===== src/rtl/sync_fifo_param_if.sv =====
`default_nettype none
// ============================================================================
// sync_fifo_param_if : producer/consumer bundle for sync_fifo_param
// Rev 1.0
// ============================================================================
interface sync_fifo_param_if #(
  parameter int WIDTH = 8,
  parameter int DEPTH = 16
);
  localparam int CW = $clog2(DEPTH + 1);

  logic             flush;
  logic             wr_en;
  logic [WIDTH-1:0] wdata;
  logic             rd_en;
  logic [WIDTH-1:0] rdata;
  logic             valid;
  logic [CW-1:0]    count;
  logic             full;
  logic             empty;
  logic             almost_full;
  logic             almost_empty;
  logic             overflow;
  logic             underflow;

  modport master (
    output flush, wr_en, wdata, rd_en,
    input  rdata, valid, count, full, empty, almost_full, almost_empty,
           overflow, underflow
  );

  modport slave (
    input  flush, wr_en, wdata, rd_en,
    output rdata, valid, count, full, empty, almost_full, almost_empty,
           overflow, underflow
  );
endinterface
`default_nettype wire


===== src/rtl/sync_fifo_param.sv =====
`default_nettype none
// ============================================================================
// sync_fifo_param : single-clock FIFO with occupancy, thresholds, flush
// Rev 1.0
// ============================================================================
module sync_fifo_param #(
  parameter int WIDTH     = 8,
  parameter int DEPTH     = 16,
  parameter int AF_THRESH = 12,
  parameter int AE_THRESH = 2
) (
  input  logic                clk,
  input  logic                rst,
  sync_fifo_param_if.slave    bus
);
  localparam int CW = $clog2(DEPTH + 1);
  localparam int AW = $clog2(DEPTH);

  logic [WIDTH-1:0] mem_q [DEPTH];
  logic [AW-1:0]    wr_ptr_q, wr_ptr_d;
  logic [AW-1:0]    rd_ptr_q, rd_ptr_d;
  logic [CW-1:0]    count_q, count_d;
  logic [WIDTH-1:0] rdata_q;
  logic             valid_q;
  logic             overflow_q;
  logic             underflow_q;

  logic full, empty;
  logic rd_ok, wr_ok;
  logic rd_go, wr_go;

  assign full  = (count_q == CW'(DEPTH));
  assign empty = (count_q == '0);

  // A write into a full FIFO is allowed when a read frees a slot on the same edge.
  assign rd_ok = bus.rd_en & ~empty;
  assign wr_ok = bus.wr_en & (~full | rd_ok);
  assign rd_go = rd_ok & ~bus.flush;
  assign wr_go = wr_ok & ~bus.flush;

  always_comb begin
    wr_ptr_d = wr_ptr_q;
    rd_ptr_d = rd_ptr_q;
    count_d  = count_q;
    if (bus.flush) begin
      wr_ptr_d = '0;
      rd_ptr_d = '0;
      count_d  = '0;
    end else begin
      if (wr_ok) wr_ptr_d = wr_ptr_q + AW'(1);
      if (rd_ok) rd_ptr_d = rd_ptr_q + AW'(1);
      count_d = count_q + CW'(wr_ok) - CW'(rd_ok);
    end
  end

  always_ff @(posedge clk or posedge rst) begin
    if (rst) begin
      wr_ptr_q    <= '0;
      rd_ptr_q    <= '0;
      count_q     <= '0;
      rdata_q     <= '0;
      valid_q     <= 1'b0;
      overflow_q  <= 1'b0;
      underflow_q <= 1'b0;
    end else begin
      wr_ptr_q    <= wr_ptr_d;
      rd_ptr_q    <= rd_ptr_d;
      count_q     <= count_d;
      valid_q     <= rd_go;
      overflow_q  <= ~bus.flush & bus.wr_en & ~wr_ok;
      underflow_q <= ~bus.flush & bus.rd_en & ~rd_ok;
      if (rd_go) rdata_q <= mem_q[rd_ptr_q];
    end
  end

  // Storage is deliberately left out of reset.
  always_ff @(posedge clk) begin
    if (wr_go) mem_q[wr_ptr_q] <= bus.wdata;
  end

  assign bus.rdata        = rdata_q;
  assign bus.valid        = valid_q;
  assign bus.count        = count_q;
  assign bus.full         = full;
  assign bus.empty        = empty;
  assign bus.almost_full  = (count_q >= CW'(AF_THRESH));
  assign bus.almost_empty = (count_q <= CW'(AE_THRESH));
  assign bus.overflow     = overflow_q;
  assign bus.underflow    = underflow_q;
endmodule
`default_nettype wire


===== src/flat_wrapper.sv =====
// flat-port wrapper written by rule: the top's interface ports become plain ports
module sync_fifo_param_flat 
#(
  parameter int WIDTH     = 8,
  parameter int DEPTH     = 16,
  parameter int AF_THRESH = 12,
  parameter int AE_THRESH = 2
)
  (clk, rst, bus_flush, bus_wr_en, bus_wdata, bus_rd_en, bus_rdata, bus_valid, bus_count, bus_full, bus_empty, bus_almost_full, bus_almost_empty, bus_overflow, bus_underflow);
  sync_fifo_param_if #(.WIDTH(WIDTH), .DEPTH(DEPTH)) bus_i ();
  input  logic clk;
  input  logic rst;
  input wire logic [$bits(bus_i.flush)-1:0] bus_flush;
  input wire logic [$bits(bus_i.wr_en)-1:0] bus_wr_en;
  input wire logic [$bits(bus_i.wdata)-1:0] bus_wdata;
  input wire logic [$bits(bus_i.rd_en)-1:0] bus_rd_en;
  output wire logic [$bits(bus_i.rdata)-1:0] bus_rdata;
  output wire logic [$bits(bus_i.valid)-1:0] bus_valid;
  output wire logic [$bits(bus_i.count)-1:0] bus_count;
  output wire logic [$bits(bus_i.full)-1:0] bus_full;
  output wire logic [$bits(bus_i.empty)-1:0] bus_empty;
  output wire logic [$bits(bus_i.almost_full)-1:0] bus_almost_full;
  output wire logic [$bits(bus_i.almost_empty)-1:0] bus_almost_empty;
  output wire logic [$bits(bus_i.overflow)-1:0] bus_overflow;
  output wire logic [$bits(bus_i.underflow)-1:0] bus_underflow;
  assign bus_i.flush = bus_flush;
  assign bus_i.wr_en = bus_wr_en;
  assign bus_i.wdata = bus_wdata;
  assign bus_i.rd_en = bus_rd_en;
  assign bus_rdata = bus_i.rdata;
  assign bus_valid = bus_i.valid;
  assign bus_count = bus_i.count;
  assign bus_full = bus_i.full;
  assign bus_empty = bus_i.empty;
  assign bus_almost_full = bus_i.almost_full;
  assign bus_almost_empty = bus_i.almost_empty;
  assign bus_overflow = bus_i.overflow;
  assign bus_underflow = bus_i.underflow;
  sync_fifo_param #(.WIDTH(WIDTH), .DEPTH(DEPTH), .AF_THRESH(AF_THRESH), .AE_THRESH(AE_THRESH)) u_core (.clk(clk), .rst(rst), .bus(bus_i));
endmodule

===== config.mk =====
export PLATFORM = sky130hd
export DESIGN_NAME = sync_fifo_param_flat
export DESIGN_NICKNAME = d
export VERILOG_FILES = /design/src/rtl/sync_fifo_param_if.sv /design/src/rtl/sync_fifo_param.sv /design/src/flat_wrapper.sv
export SDC_FILE = /design/constraint.sdc
export NUM_CORES = 1
export LEC_CHECK = 0
export ABC_AREA = 1
export CAP_MARGIN = 10
export CORE_MARGIN = 1
export CORE_UTILIZATION = 35
export CTS_BUF_LIST = sky130_fd_sc_hd__clkbuf_8
export CTS_CLUSTER_DIAMETER = 150
export DETAILED_ROUTE_END_ITERATION = 16
export MAX_ROUTING_LAYER = met4
export SLEW_MARGIN = 20
export SYNTH_ARGS = -nofsm -noshare
export SYNTH_HDL_FRONTEND = slang
export SYNTH_SLANG_ARGS = --single-unit

===== constraint.sdc =====
create_clock -name clk -period 3.2 [get_ports clk]
set_input_delay 0.64 -clock clk [delete_from_list [all_inputs] [get_ports clk]]
set_output_delay 0.64 -clock clk [all_outputs]
set_load 0.02 [all_outputs]

==> metrics list <==
- The number of antenna violations at the first check in global routing is 0.
* Worst voltage drop across the vdd grid: 0.000287 V
- The initial utilization of the core area, before any placement, comes to 36.2%.
- Placeable core area: 0.0190 mm2
- Number of enable flip-flop cells after synthesis: 128
- The total count of max-transition violations in the final report was 0.
* Maximum number of pins on one net before global-route repair: 67
- Syn Inst Count: 685
- For this run, the total global-route usage over all layers was measured as 16.6%.
- Clock insertion delay at the later pin of the skew report: 0.45 ns
- Area of the multi-input gates: 0.00177 mm2
* Synthesized-area fraction occupied by xor and xnor cells: 0.383%
- Critical path data required time: 3.54 ns
- Averaged over all synthesized cells, the footprint is 10.0 um2.
- Layout cell share with drive strength beyond 1: 6.87%
* Setup repair after global routing missed its margin: no
- Normalized max-slew margin: 41.1%
- Counting every sink on the clock net gives 152.
* Congestion Overflow GR: 0
* Largest family of logic cells by synthesized area: simple AND/OR/NAND/NOR gates
- TritonCTS clock tree: done
* Sequential fraction of design power: 44.2%
- Number of buffers created by CTS: 17
- Proportion of total power due to net switching: 32.7%
* Via count of the first global-routing pass: 4388
- The die covers 0.0202 mm2.
- In this run the power density over the cells is 667 mW/mm2.
* Overall routed net length: 14900 um
* Sequential share of the synthesized area: 64.8%
* Minimum setup slack among reg-to-reg paths: 0.46 ns
- Portion of total power attributed to combinational logic: 28.7%
- Summing the areas of all compound-gate instances in the mapped netlist gives 1.35% of the synthesized area.
- DRC marker count from the first detailed-route iteration: 288
- Across the routed clock network, the largest skew measured is 0.0125 ns.
- Clock slew seen by the registers of the worst setup and hold paths: 0.08 ns
- Tightest hold margin: 0.481 ns
- Hold repair after CTS inserted 0 buffers.
- Maximum clock path buffer count: 2
* Critical path capture point type: register
- The number of different library cells used by synthesis comes to 23.
- The most critical setup path has its startpoint at u_core.bus.count[2]$_DFF_PP0_.
- Dominant register cell in the synthesized netlist: edfxtp_1
- The count of final hold-check violations was 0.
* CP startpoint kind: register
- During synthesis, Yosys emitted a total of 0 warnings.
* Relative area change from synthesis to final layout: 14.5%
- Critical path peak fanout: 5
- Counting every net in the synthesized netlist gives 714.
* # setup viols final: 0
- Rows: 50
- The worst register-to-register path ends at u_core.bus.count[4]$_DFF_PP0_.
* Placed inst area: 0.00748 mm2
* CTS HTree Levels: 4
- Upper clock frequency limit: 0.365 GHz
- DP Wirelength: 9610 um
- Cells taking the most area after synthesis: edfxtp_1 (56%), nand2_1 (12%), dfrtp_1 (8.8%)
- For the pin with the worst max-slew slack, the measured transition is 0.883 ns.
- Summed over all cells, the static leakage comes to 3.41 nW.
- Post-CTS setup buffer count: 0
- The finished layout holds 1002 standard cells, fillers aside.
* Count of input and output buffers: 32
- Ys async rst share: 15.8%
- The worst hold path was traced through 2 stages.
- CTS Root Cell: clkbuf_8
* DRC violations left: 0
- The largest total area in the synthesized netlist belongs to edfxtp_1.
- The sequential cells in the finished layout cover a total of 0.00445 mm2.
* Startpoint-to-endpoint class of the critical path: register to register
- Detail-routed net length per standard cell: 14.9 um
- The die is 142 um wide.
* Number of gates given a new drive strength after cts: 0
- Adder-Cell Fraction of Synth Area: 3.03%
- Die extent in y: 142 um
- 0 antenna diodes ended up in the layout.
- After layout, the minimum clock period comes to 2.74 ns.
- The first TritonRoute pass finished after 5 iterations.
* I/O pin count: 33
- Vias: 4548
- Design Area, Final: 0.00786 mm2
- In the synthesized netlist, the cells that appear most often are nand2_1 (212), edfxtp_1 (128), inv_1 (122).
- The critical path ends at u_core.bus.count[4]$_DFF_PP0_.
- Worst r2r src: u_core.bus.count[2]$_DFF_PP0_
- At the end of routability-driven placement, the weighted congestion stood at 0.791.
* Fraction of the mapped netlist area in simple logic gates: 21.0%
* Most repeated cell in the gate-level netlist after synthesis: nand2_1
- At the worst endpoint, the arrival time is 3.08 ns.
* Result of the run: finished, final reports clean
- Portion of synthesized cell area occupied by the leading cell type: 56.0%
* Total number of nets in the final design: 759
- After detailed routing, the number of vias per cell comes to 4.54.
- Post-Route Setup TNS: 0 ns
- After layout, the worst path uses 85.6% of the clock period.
- Post-route ant nets: 0
- After layout, the worst setup slack is 0.461 ns.
- Counting cells, the worst reg-to-reg path comes to 13.
* Number of placed instances with taps included: 971
- Post-synthesis register bit count: 152
- In this run, the clock network consumes 27.1% of the power.
* Post-synthesis mux area share: 0%
- Fill cell instance count of the final layout: 1866
- The worst hold path belongs to the class register to register.
* Max-capacitance violation count: 0
- Wire length of the first global-routing pass: 24000 um
- Timing analysis after detailed placement gives a worst setup slack of 0.286 ns.
* Net Sw Power: 1.71 mW
- The internal portion of the total power is 3.53 mW.
- The synthesized netlist occupies a cell area of 0.00686 mm2.
==> logic make-up after synthesis <==
family	after synthesis
buffers and inverters	152
AOI/OAI and AO/OA	18
xor gates and xnor gates	3
adders and majority gates	16
and+or+nand+nor	344
DFF	152
==> routing by layer <==
| metal | wire length (um) | GRT usage (%) | vias up |
|---|---|---|---|
| met3 | 828 | 4.10 | 16 |
| met5 | 0 | - | - |
| met2 | 6780 | 24.3 | 111 |
| met4 | 138 | 4.81 | 0 |
| li1 | - | - | 2278 |
| met1 | 7200 | 22.8 | 2143 |
==> through the flow <==
step / power [mW] / util, %
3_3_place_gp: 3.87 / 39.5
2_1_floorplan: 3.37 / -
5_1_grt: 5.55 / 41.5
3_5_place_dp: 3.87 / 39.5
4_1_cts: 5.28 / 41.5
6_report: 5.24 / 41.5
==> worst max-delay path: stages, from the launching register on <==
cell and delay, ns:
dfrtp_1 0.43, inv_1 0.12, ha_1 0.21, nand4_1 0.16, nand2_1 0.17, inv_1 0.09, ha_1 0.27, inv_1 0.06
ha_1 0.16, inv_1 0.06, fa_1 0.39, o31ai_1 0.29, xor2_1 0.17, nor2_1 0.05
==> how the worst min path moves through the flow <==
stage / startpoint / to
final: u_core.bus.rdata[3]$_DFFE_PP0P_ / u_core.bus.rdata[3]$_DFFE_PP0P_
after global routing: u_core.bus.rdata[3]$_DFFE_PP0P_ / u_core.bus.rdata[3]$_DFFE_PP0P_
after CTS: u_core.bus.rdata[3]$_DFFE_PP0P_ / u_core.bus.rdata[3]$_DFFE_PP0P_
after detailed placement: u_core.bus.rdata[3]$_DFFE_PP0P_ / u_core.bus.rdata[3]$_DFFE_PP0P_
after global placement: u_core.bus.rdata[3]$_DFFE_PP0P_ / u_core.bus.rdata[3]$_DFFE_PP0P_
after floorplan: u_core.rd_ptr_q[1]$_DFFE_PP0P_ / u_core.rd_ptr_q[1]$_DFFE_PP0P_
==> power groups by stage <==
stage	Combinational (mW)	Clock [mW]	Sequential, mW
2_1_floorplan	0.917	0	2.45
3_3_place_gp	1.50	0	2.36
3_5_place_dp	1.51	0	2.36
4_1_cts	1.52	1.45	2.32
5_1_grt	1.69	1.53	2.34
6_report	1.50	1.42	2.32
==> layout make-up <==
class / instances / share of cell area [%]
clock inverters: 14 / 1.80
repair buffers: 52 / 5.99
multi-input cells: 381 / 22.5
well taps: 260 / 4.14
flip-flops and latches: 152 / 56.6
clock buffers: 17 / 2.98
inverters: 126 / 6.02
==> state kept, by name (all words and copies together), names as in the netlist <==
register / count
u_core.bus.valid: 1
u_core.bus.rdata: 8
u_core.bus.overflow: 1
u_core.rd_ptr_q: 4
u_core.mem_q: 128
u_core.bus.underflow: 1
u_core.bus.count: 5
u_core.wr_ptr_q: 4
==> cell usage in the layout (no fill, tap or decap) <==
master and count:
bufinv_16 3, buf_4 20, nor3_1 9, clkinv_1 5, nand2_2 1, a21oi_1 6
nand2_1 212, clkbuf_8 17, inv_1 124, o21ai_0 10, inv_2 2, edfxtp_1 128
dfrtp_1 23, dfrtp_2 1, o31ai_1 1, o21ai_1 1, clkinvlp_4 1, fa_1 1
nor2_4 1, ha_1 15, nand3_1 103, nor2_1 17, clkdlybuf4s50_1 32, clkinv_2 5
xor2_1 3, nand4_1 1
(Power assumes the default switching activity.)
